File: src/rtl/game_pkg.sv
// rtl/game_pkg.sv - shared game-state, judgement and combo definitions
package game_pkg;

    typedef enum logic [1:0] {
        IDLE        = 2'd0,
        SONG_SELECT = 2'd1,
        GAME_PLAY   = 2'd2,
        GAME_OVER   = 2'd3
    } game_state_e;

    typedef enum logic [1:0] {
        JUDGE_MISS    = 2'b00,
        JUDGE_EARLY   = 2'b01,
        JUDGE_LATE    = 2'b10,
        JUDGE_PERFECT = 2'b11
    } judge_e;

    localparam logic [7:0] COMBO_MAX = 8'd255;

    function automatic logic [7:0] combo_inc(input logic [7:0] c);
        return (c == COMBO_MAX) ? c : c + 8'd1;
    endfunction

endpackage

File: src/rtl/hit_judge_if.sv
// rtl/hit_judge_if.sv - judgement bus from hit_judge to the score counter
interface hit_judge_if;
    import game_pkg::*;

    logic       judge_valid;
    judge_e     Inp;
    logic [7:0] combo;
    logic [7:0] max_combo;

    modport master (output judge_valid, Inp, combo, max_combo);
    modport slave  (input  judge_valid, Inp, combo, max_combo);
endinterface

File: src/rtl/btn_sync_edge.sv
// rtl/btn_sync_edge.sv - 2-flop synchronizer plus registered rising-edge pulse
module btn_sync_edge (
    input  logic clk,
    input  logic rst_n,
    input  logic btn_i,
    output logic press_o
);
    // sync_q[1:0] is the synchronizer, sync_q[2] the previous synchronized level
    logic [2:0] sync_q;
    logic       press_q;

    always_ff @(posedge clk or negedge rst_n) begin
        if (!rst_n) begin
            sync_q  <= '0;
            press_q <= 1'b0;
        end else begin
            sync_q  <= {sync_q[1:0], btn_i};
            press_q <= sync_q[1] & ~sync_q[2];
        end
    end

    assign press_o = press_q;
endmodule

File: src/rtl/hit_judge.sv
// rtl/hit_judge.sv - judges button presses against note windows, tracks combo
// Optional: GHOST_PENALTY_EN makes a press with no armed note count as a miss.
module hit_judge
    import game_pkg::*;
#(
    parameter int GOOD_WIN    = 40,
    parameter int PERFECT_WIN = 10,
    parameter int CNT_W       = 8
) (
    input  logic         clk,
    input  logic         rst_n,
    input  logic [1:0]   game_state,
    input  logic         tick_en,
    input  logic         note_in,
    input  logic         btn,
    hit_judge_if.master  judge_if
);
    localparam int P     = 2 * PERFECT_WIN + 1;
    localparam int LIMIT = 2 * GOOD_WIN + P;

    localparam logic [CNT_W-1:0] EARLY_END = CNT_W'(GOOD_WIN);
    localparam logic [CNT_W-1:0] PERF_END  = CNT_W'(GOOD_WIN + P);
    localparam logic [CNT_W-1:0] T_LIMIT   = CNT_W'(LIMIT);

    typedef enum logic {ST_IDLE, ST_ARMED} state_e;

    state_e           state_q, state_d;
    logic [CNT_W-1:0] t_q, t_d;
    logic             valid_q, valid_d;
    judge_e           inp_q, inp_d;
    logic [7:0]       combo_q, combo_d;
    logic [7:0]       max_q, max_d;

    logic   press;
    logic   playing;
    logic   judge;
    judge_e verdict;

    btn_sync_edge u_btn (
        .clk     (clk),
        .rst_n   (rst_n),
        .btn_i   (btn),
        .press_o (press)
    );

    assign playing = (game_state == GAME_PLAY);

    always_comb begin
        state_d = state_q;
        t_d     = t_q;
        valid_d = 1'b0;
        inp_d   = inp_q;
        combo_d = combo_q;
        max_d   = max_q;
        judge   = 1'b0;
        verdict = JUDGE_MISS;

        case (state_q)
            ST_IDLE: begin
                if (playing && note_in) begin
                    state_d = ST_ARMED;
                    t_d     = '0;
                end
`ifdef GHOST_PENALTY_EN
                else if (playing && press) begin
                    judge   = 1'b1;
                    verdict = JUDGE_MISS;
                end
`endif
            end
            ST_ARMED: begin
                if (!playing) begin
                    state_d = ST_IDLE;
                    t_d     = '0;
                end else begin
                    // A press beats both timeout and a new note for the pending note
                    if (press) begin
                        judge = 1'b1;
                        if (t_q < EARLY_END)     verdict = JUDGE_EARLY;
                        else if (t_q < PERF_END) verdict = JUDGE_PERFECT;
                        else                     verdict = JUDGE_LATE;
                    end else if (note_in || (t_q == T_LIMIT)) begin
                        judge   = 1'b1;
                        verdict = JUDGE_MISS;
                    end

                    if (note_in) begin
                        t_d = '0;
                    end else if (judge) begin
                        state_d = ST_IDLE;
                        t_d     = '0;
                    end else if (tick_en) begin
                        t_d = t_q + CNT_W'(1);
                    end
                end
            end
            default: begin
                state_d = ST_IDLE;
                t_d     = '0;
            end
        endcase

        if (judge) begin
            valid_d = 1'b1;
            inp_d   = verdict;
            combo_d = (verdict == JUDGE_MISS) ? 8'd0 : combo_inc(combo_q);
            if (combo_d > max_q) max_d = combo_d;
        end

        if (game_state == GAME_OVER || game_state == SONG_SELECT) begin
            combo_d = 8'd0;
            max_d   = 8'd0;
        end
    end

    always_ff @(posedge clk or negedge rst_n) begin
        if (!rst_n) begin
            state_q <= ST_IDLE;
            t_q     <= '0;
            valid_q <= 1'b0;
            inp_q   <= JUDGE_MISS;
            combo_q <= 8'd0;
            max_q   <= 8'd0;
        end else begin
            state_q <= state_d;
            t_q     <= t_d;
            valid_q <= valid_d;
            inp_q   <= inp_d;
            combo_q <= combo_d;
            max_q   <= max_d;
        end
    end

    assign judge_if.judge_valid = valid_q;
    assign judge_if.Inp         = inp_q;
    assign judge_if.combo       = combo_q;
    assign judge_if.max_combo   = max_q;
endmodule
File: src/flat_wrapper.sv
// flat-port wrapper written by rule: the top's interface ports become plain ports
module hit_judge_flat import game_pkg::*;
#(
    parameter int GOOD_WIN    = 40,
    parameter int PERFECT_WIN = 10,
    parameter int CNT_W       = 8
)
  (clk, rst_n, game_state, tick_en, note_in, btn, judge_if_judge_valid, judge_if_Inp, judge_if_combo, judge_if_max_combo);
  hit_judge_if judge_if_i ();
  input  logic clk;
  input  logic rst_n;
  input  logic [1:0] game_state;
  input  logic tick_en;
  input  logic note_in;
  input  logic btn;
  output wire logic [$bits(judge_if_i.judge_valid)-1:0] judge_if_judge_valid;
  output wire logic [$bits(judge_if_i.Inp)-1:0] judge_if_Inp;
  output wire logic [$bits(judge_if_i.combo)-1:0] judge_if_combo;
  output wire logic [$bits(judge_if_i.max_combo)-1:0] judge_if_max_combo;
  assign judge_if_judge_valid = judge_if_i.judge_valid;
  assign judge_if_Inp = judge_if_i.Inp;
  assign judge_if_combo = judge_if_i.combo;
  assign judge_if_max_combo = judge_if_i.max_combo;
  hit_judge #(.GOOD_WIN(GOOD_WIN), .PERFECT_WIN(PERFECT_WIN), .CNT_W(CNT_W)) u_core (.clk(clk), .rst_n(rst_n), .game_state(game_state), .tick_en(tick_en), .note_in(note_in), .btn(btn), .judge_if(judge_if_i));
endmodule
File: config.mk
export PLATFORM = sky130hd
export DESIGN_NAME = hit_judge_flat
export DESIGN_NICKNAME = d
export VERILOG_FILES = /design/src/rtl/game_pkg.sv /design/src/rtl/hit_judge_if.sv /design/src/rtl/btn_sync_edge.sv /design/src/rtl/hit_judge.sv /design/src/flat_wrapper.sv
export SDC_FILE = /design/constraint.sdc
export NUM_CORES = 1
export LEC_CHECK = 0
export CORE_MARGIN = 1
export CORE_UTILIZATION = 48
export CTS_CLUSTER_SIZE = 12
export DETAILED_ROUTE_END_ITERATION = 10
export PLACE_DENSITY = 0.78
export RECOVER_POWER = 100
export SYNTH_ARGS = -nofsm -noshare
export SYNTH_HDL_FRONTEND = slang
export SYNTH_SLANG_ARGS = --single-unit
File: constraint.sdc
create_clock -name clk -period 2.9 [get_ports clk]
set_clock_uncertainty 0.05 [all_clocks]
set_input_delay 0.435 -clock clk [delete_from_list [all_inputs] [get_ports clk]]
set_output_delay 0.435 -clock clk [all_outputs]
set_load 0.02 [all_outputs]
**Word-level counts from Yosys, hierarchy flattened**

Cells that the tools add are included.

- Register bits after elaboration: 32
- Output and inout bits: 19
- Input port bits: 7
- Word-level logic and storage cells: 61

- Mux-type cells: 30
- Equal/unequal tests: 7
- Order comparisons: 3
- Bitwise logic cells: 3
- $add $sub $neg: 2
- Reduce and logical (&&, ||, !) cells: 8

Operators by type and width:

| cell | count |
|---|---|
| 2-to-1 mux 8 bit | 12 |
| adder 8 x 1 -> 8 bit (second input constant) | 2 |
| < comparator 8 x 6 -> 1 bit (second input constant) | 2 |
| one-hot mux 8 bit (2 select lines) | 1 |
| 2-to-1 mux 1 bit | 12 |
| equality test 8 x 7 -> 1 bit (second input constant) | 1 |
| equality test 8 bit (second input constant) | 1 |
| greater-than comparator 8 bit | 1 |
| 2-to-1 mux 2 bit | 4 |
| != test 5 bit (second input constant) | 1 |
| equality test 2 bit (second input constant) | 2 |
| AND reduction 2 bit | 2 |
| nonzero test 2 bit | 2 |
| equality test 2 x 1 -> 1 bit (second input constant) | 1 |
| logical NOT 2 bit | 1 |
| logical OR 1 bit | 2 |
| != test 2 x 1 -> 1 bit (second input constant) | 1 |
| inverter 1 bit | 2 |
| one-hot mux 1 bit (2 select lines) | 1 |
| AND 1 bit | 1 |
| logical AND 1 bit | 1 |

**Longest topological paths before layout**

- Word-level depth: 12
- Gate-level depth with buffers: 11
- Gate-level depth less buffers: 11

**Cells and area by module**

A second synthesis with hierarchy kept.

- Cells, all modules: 178
- Area total of the unflattened synthesis: 1,771.7 µm²

By module, submodules not included:

| module | area an instance (µm²) | times used | sequential area each (µm²) | cells an instance |
|---|---|---|---|---|
| hit_judge | 1,657.8 | 1 | 700.7 | 173 |
| btn_sync_edge | 113.9 | 1 | 100.1 | 5 |

**Worst setup path before layout**

No wires, ideal clock.

- Path kind: reg2reg
- Start: register u_core.combo_q[0] (netlist: u_core.judge_if.combo[0])
- End: register u_core.max_q[1] (netlist: u_core.judge_if.max_combo[1])
- Path slack: -14 ps
- Period minus slack after synthesis: 2,914 ps
- Setup time: 125 ps
- Path buffers: 0
- Data arrival time: 2,740 ps
- Cell stages (with the launch flop): 12
- Data required time: 2,725 ps
- Cell sequence: dfrtp_1 -> ha_1 -> nand3_1 -> nor2_1 -> nand2_1 -> a21oi_1 -> ha_1 -> nor2b_1 -> o211ai_1 -> a21oi_1 -> o311ai_4 -> mux2_2

- Longest elaborated chain between the ends: 6
- Elaborated cells on any way between the ends: 10
- Classes of those cells: add/sub (1); order compare (1); eq/ne (1); mux (5); reduce/logical (2)

RTL lines:

| element | RTL line | source |
|---|---|---|
| start, declared | hit_judge.sv:31 | `logic [7:0] combo_q, combo_d;` |
| start signal, assigned | hit_judge.sv:129 | `combo_q <= combo_d;` |
| adder 8 x 1 -> 8 bit / equality test 8 bit (equally long branches) | game_pkg.sv:21 | `return (c == COMBO_MAX) ? c : c + 8'd1;` |
| 2-to-1 mux 8 bit (*) | game_pkg.sv:21 |  |
| 2-to-1 mux 8 bit (*) | hit_judge.sv:106 | `combo_d = (verdict == JUDGE_MISS) ? 8'd0 : combo_inc(combo_q);` |
| greater-than comparator 8 bit / 2-to-1 mux 8 bit (equally long branches) | hit_judge.sv:107 | `if (combo_d > max_q) max_d = combo_d;` |
| nonzero test 2 bit (no line) / 2-to-1 mux 8 bit (equally long branches) | - |  |
| AND reduction 2 bit (no line) / 2-to-1 mux 8 bit (equally long branches) | - |  |
| end signal, assigned | hit_judge.sv:130 | `max_q <= max_d;` |
| end, declared | hit_judge.sv:32 | `logic [7:0] max_q, max_d;` |

Mark *: on every way between the ends. The rest lies on a longest branch, timed or not. The select of a mux whose other input is x is not followed.
A chain may end at the register's enable or synchronous reset.

**Worst setup path after layout**

- Start: register u_core.combo_q[5] (netlist: u_core.judge_if.combo[5])
- End: register u_core.max_q[6] (netlist: u_core.judge_if.max_combo[6])

The elaborated chain is that of the path after synthesis.

==> impl_results.md <==
* R2R Setup Slk at 0.09 ns
* Post-route clock period utilization at ~97%
* Unique masters post-synth at 38
* Area added between synthesis and finish at 38.66%
* Most used flip-flop cell after synthesis: dfrtp_1
* Height of the die at 63.01 µm
* Core Box Area at 0.003442 mm²
* Count of clock tree sinks at 32
* Type of the worst setup path: flop to flop
* Util after Layout at 71.97%
* # port buffers at 25
* Avg Cell Area, Syn at 9.817 µm²
* Endpoints failing hold at 0
* Type of the most critical hold path: flop to flop
* Terminus of the critical flop-to-flop path: u_core.judge_if.max_combo[6]$_DFFE_PN0P_
* Post-synthesis async set-or-reset flop share at 100.0%
* Largest stage delay on the critical path at 0.45 ns
* Avg WL per Cell at 15.79 µm
* Antenna violations before repair at 0
* Worst slew margin at -10.98%
* Most area-hungry cell type in the Yosys netlist: dfrtp_1
* Drt total wl at ~4400 µm
* Residual DRC count at 0
* Vias in the first global route at 1571
* Number of non-filler instances in the completed layout at 280
* Worst Min Path Start: u_core.u_btn.sync_q[0]$_DFF_PN0_
* All-layer global routing usage at between 20% and 30%
* Ports placed on the boundary at 26
* Crit path cell chain: nand4_1, nor2_2, nand2_1, a21oi_4, ha_4, nor2b_1, o211ai_1, a21oi_2, o311ai_4, buf_6, mux2_2
* Largest buffer count on any clock path at 2
* Clk Tree Root Cell: clkbuf_8
* Cell count after placement at 271
* Number of cells traversed by the worst register-to-register path at 11
* Pins over their slew limit at 33
* Kind of capture point of the worst setup path: flop
* TritonCTS clock tree: yes
* Max H-tree Level at 2
* Required time worst endpoint at 3.02 ns
* Area share of the largest cell type after synthesis at 44.82%
* Static power due to leakage at ~1.2 nW
* First-pass iteration count of the detailed router at 5
* Antenna diode instance count at 0
* Total global routing overflow at 0
* Worst setup slack before clock tree synthesis at -0.4908 ns
* Cell types occupying the most area after synthesis: dfrtp_1 45%, ha_1 8.4%, nor2_1 5.3%
* Status: finished with violations
* Transition time at the pin with the least slew margin at about 1.7 ns
* Worst vdd ir at just under 0.0003 V
* Pwr Density at between 300 and 400 mW/mm²
* Cell count after synthesis at ~180
* Endpoints failing setup at 0
* Violated checks: max-capacitance violations, max-slew violations
* Reg-to-reg startpoint: u_core.judge_if.combo[5]$_DFFE_PN0P_
* Gpl congestion at about 0.93
* Launching element type of the critical path: flop
* Worst Path Arrival at 2.93 ns
* Avg Vias per Cell at 5.671
* Sink of the worst hold path: u_core.u_btn.sync_q[1]$_DFF_PN0_
* Hold Worst Slack at 0.3131 ns
* Quantity of hold-fixing buffers added after cts at 0
* Filler cells at 239
* Clock edge transition at the registers on the reported setup and hold paths at roughly 0.07 ns
* Share of final-layout standard cells stronger than drive strength 1 at around 27%
* Cell Rows at 21
* Count of max-cap constraint violations at 1
* Critical path buffer and inverter count at 1
* Top delay family on crit path: compound AO/OA/AOI/OAI gates
* Final min period at about 2.8 ns
* Minimum setup slack in the final design at between 0.08 and 0.09 ns
* Half-perimeter wire length after placement at between 3000 and 4000 µm
* Highest clock frequency the design can meet at between 300 and 400 MHz
* Effective utilization at floorplan at between 50% and 60%
* Net count after synthesis at approximately 200
* Largest net degree at the start of global routing at 33
* Total CTS buffers at 5
* Slowest stage cell on the critical path: dfrtp_2
* Crit path max fanout at 8
* Number of synthesized register bits at 32
* Sequential cell area fraction in the yosys report at 44.82%
* Area of the die at between 0.003 and 0.004 mm²
* Combined area of all synthesized cells at between 0.0015 and 0.002 mm²
* Detail Route Antenna Nets at 0
* Number of flops mapped to enable cells by yosys at 0
* First-pass GRT wire length at about 7300 µm
* Instance count along the most critical hold path at 0
* Clock latency on the worst-skew pair at ~0.28 ns
* Number of DRC markers in iteration 0 at 102
* Total vias in the final route at approximately 1600
* Die extent in x at approximately 63 µm
* Yosys warning count at 0
* # nets final at ~250
==> placed cells by master, fill, tap and decap left out, drive strengths merged, types with 8 or more instances in the layout <==
master        n
buf          21
ha           12
dfrtp        32
a21o          8
inv          12
dlygate4sd3  22
a21oi         8
nand2        14
nor2         25
==> synthesized netlist by cell type (all sizes together), types with 4 or more instances <==
library cell	instances
a21o	8
a21oi	8
dfrtp	32
ha	12
inv	12
mux2	7
mux2i	4
nand2	14
nand3	4
nand4	6
nor2	25
nor3	5
o21ai	4
xor2	5
==> area by class of cell <==
| class | count | area, µm² | area share, % |
|---|---|---|---|
| Clock buffer | 6 | 82.58 | 3.333 |
| Clock inverter | 2 | 10.01 | 0.4040 |
| Inverter | 12 | 45.04 | 1.818 |
| Multi-Input combinational cell | 135 | 1051 | 42.42 |
| Sequential cell | 32 | 807.0 | 32.58 |
| Tap cell | 46 | 57.56 | 2.323 |
| Timing Repair Buffer | 47 | 424.2 | 17.12 |
==> worst max path at each step <==
| stage | from | cells after the start | end |
|---|---|---|---|
| floorplan | u_core.judge_if.combo[0]$_DFFE_PN0P_ | 11 | u_core.judge_if.max_combo[1]$_DFFE_PN0P_ |
| global placement | game_state[1] | 12 | u_core.judge_if.max_combo[6]$_DFFE_PN0P_ |
| detailed placement | game_state[1] | 11 | u_core.judge_if.max_combo[6]$_DFFE_PN0P_ |
| CTS | game_state[1] | 12 | u_core.judge_if.max_combo[6]$_DFFE_PN0P_ |
| global route | u_core.judge_if.combo[5]$_DFFE_PN0P_ | 11 | u_core.judge_if.max_combo[6]$_DFFE_PN0P_ |
| finish | u_core.judge_if.combo[5]$_DFFE_PN0P_ | 11 | u_core.judge_if.max_combo[6]$_DFFE_PN0P_ |
==> through the flow <==
step | instance area, µm² | total power [W] | setup TNS, ns
floorplan | 1792 | 0.0004878 | 0
global placement | 2243 | 0.0005199 | -2.818
detailed placement | 2243 | 0.0005232 | -3.750
CTS | 2367 | 0.0008674 | 0
global route | 2477 | 0.0009005 | -0.5733
finish | 2477 | 0.0008628 | 0
==> routing by layer <==
layer	share of wire [%]	routed length, µm	up-vias	global-route usage, %
li1	-	-	739	-
met1	45	1986	779	31.60
met2	48	2132	63	39.25
met3	5.7	252	7	3.650
met4	1.1	50	0	7.558
met5	0	0	-	0
==> registers in the layout, indices dropped and copies added (netlist names) <==
register / flops
u_core.judge_if.combo: 8
u_core.judge_if.max_combo: 8
u_core.t_q: 8
u_core.u_btn.sync_q: 3
u_core.judge_if.Inp: 2
u_core.judge_if.judge_valid: 1
u_core.state_q: 1
u_core.u_btn.press_o: 1
==> power breakdown <==
group	switching [W]	internal, W	total [W]
clock network	0.000158	0.000189	0.000347
logic	0.0000338	0.0000235	0.0000573
registers	0.00000527	0.000453	0.000458
==> kinds of logic (layout without fill, tap and decap cells) <==
| family | count (synthesis) | in the layout | share of synthesized area (%) |
|---|---|---|---|
| and+or+nand+nor | 71 | 71 | 19.40 |
| adders and majority gates | 12 | 12 | 8.403 |
| muxes | 11 | 11 | 6.653 |
| DFF | 32 | 32 | 44.82 |
| AOI/OAI and AO/OA | 33 | 33 | 13.66 |
| xor gates and xnor gates | 8 | 8 | 3.922 |
| buffers and inverters | 15 | 67 | 3.151 |
==> timing repair <==
| item | 4_1_cts | 5_1_grt |
|---|---|---|
| resized for setup | 9 | 22 |
| buffers inserted | 0 | 1 |
| setup endpoints to repair | 8 | 8 |
| pin swaps | 1 | 6 |
Power figures use the tool's default switching activity.
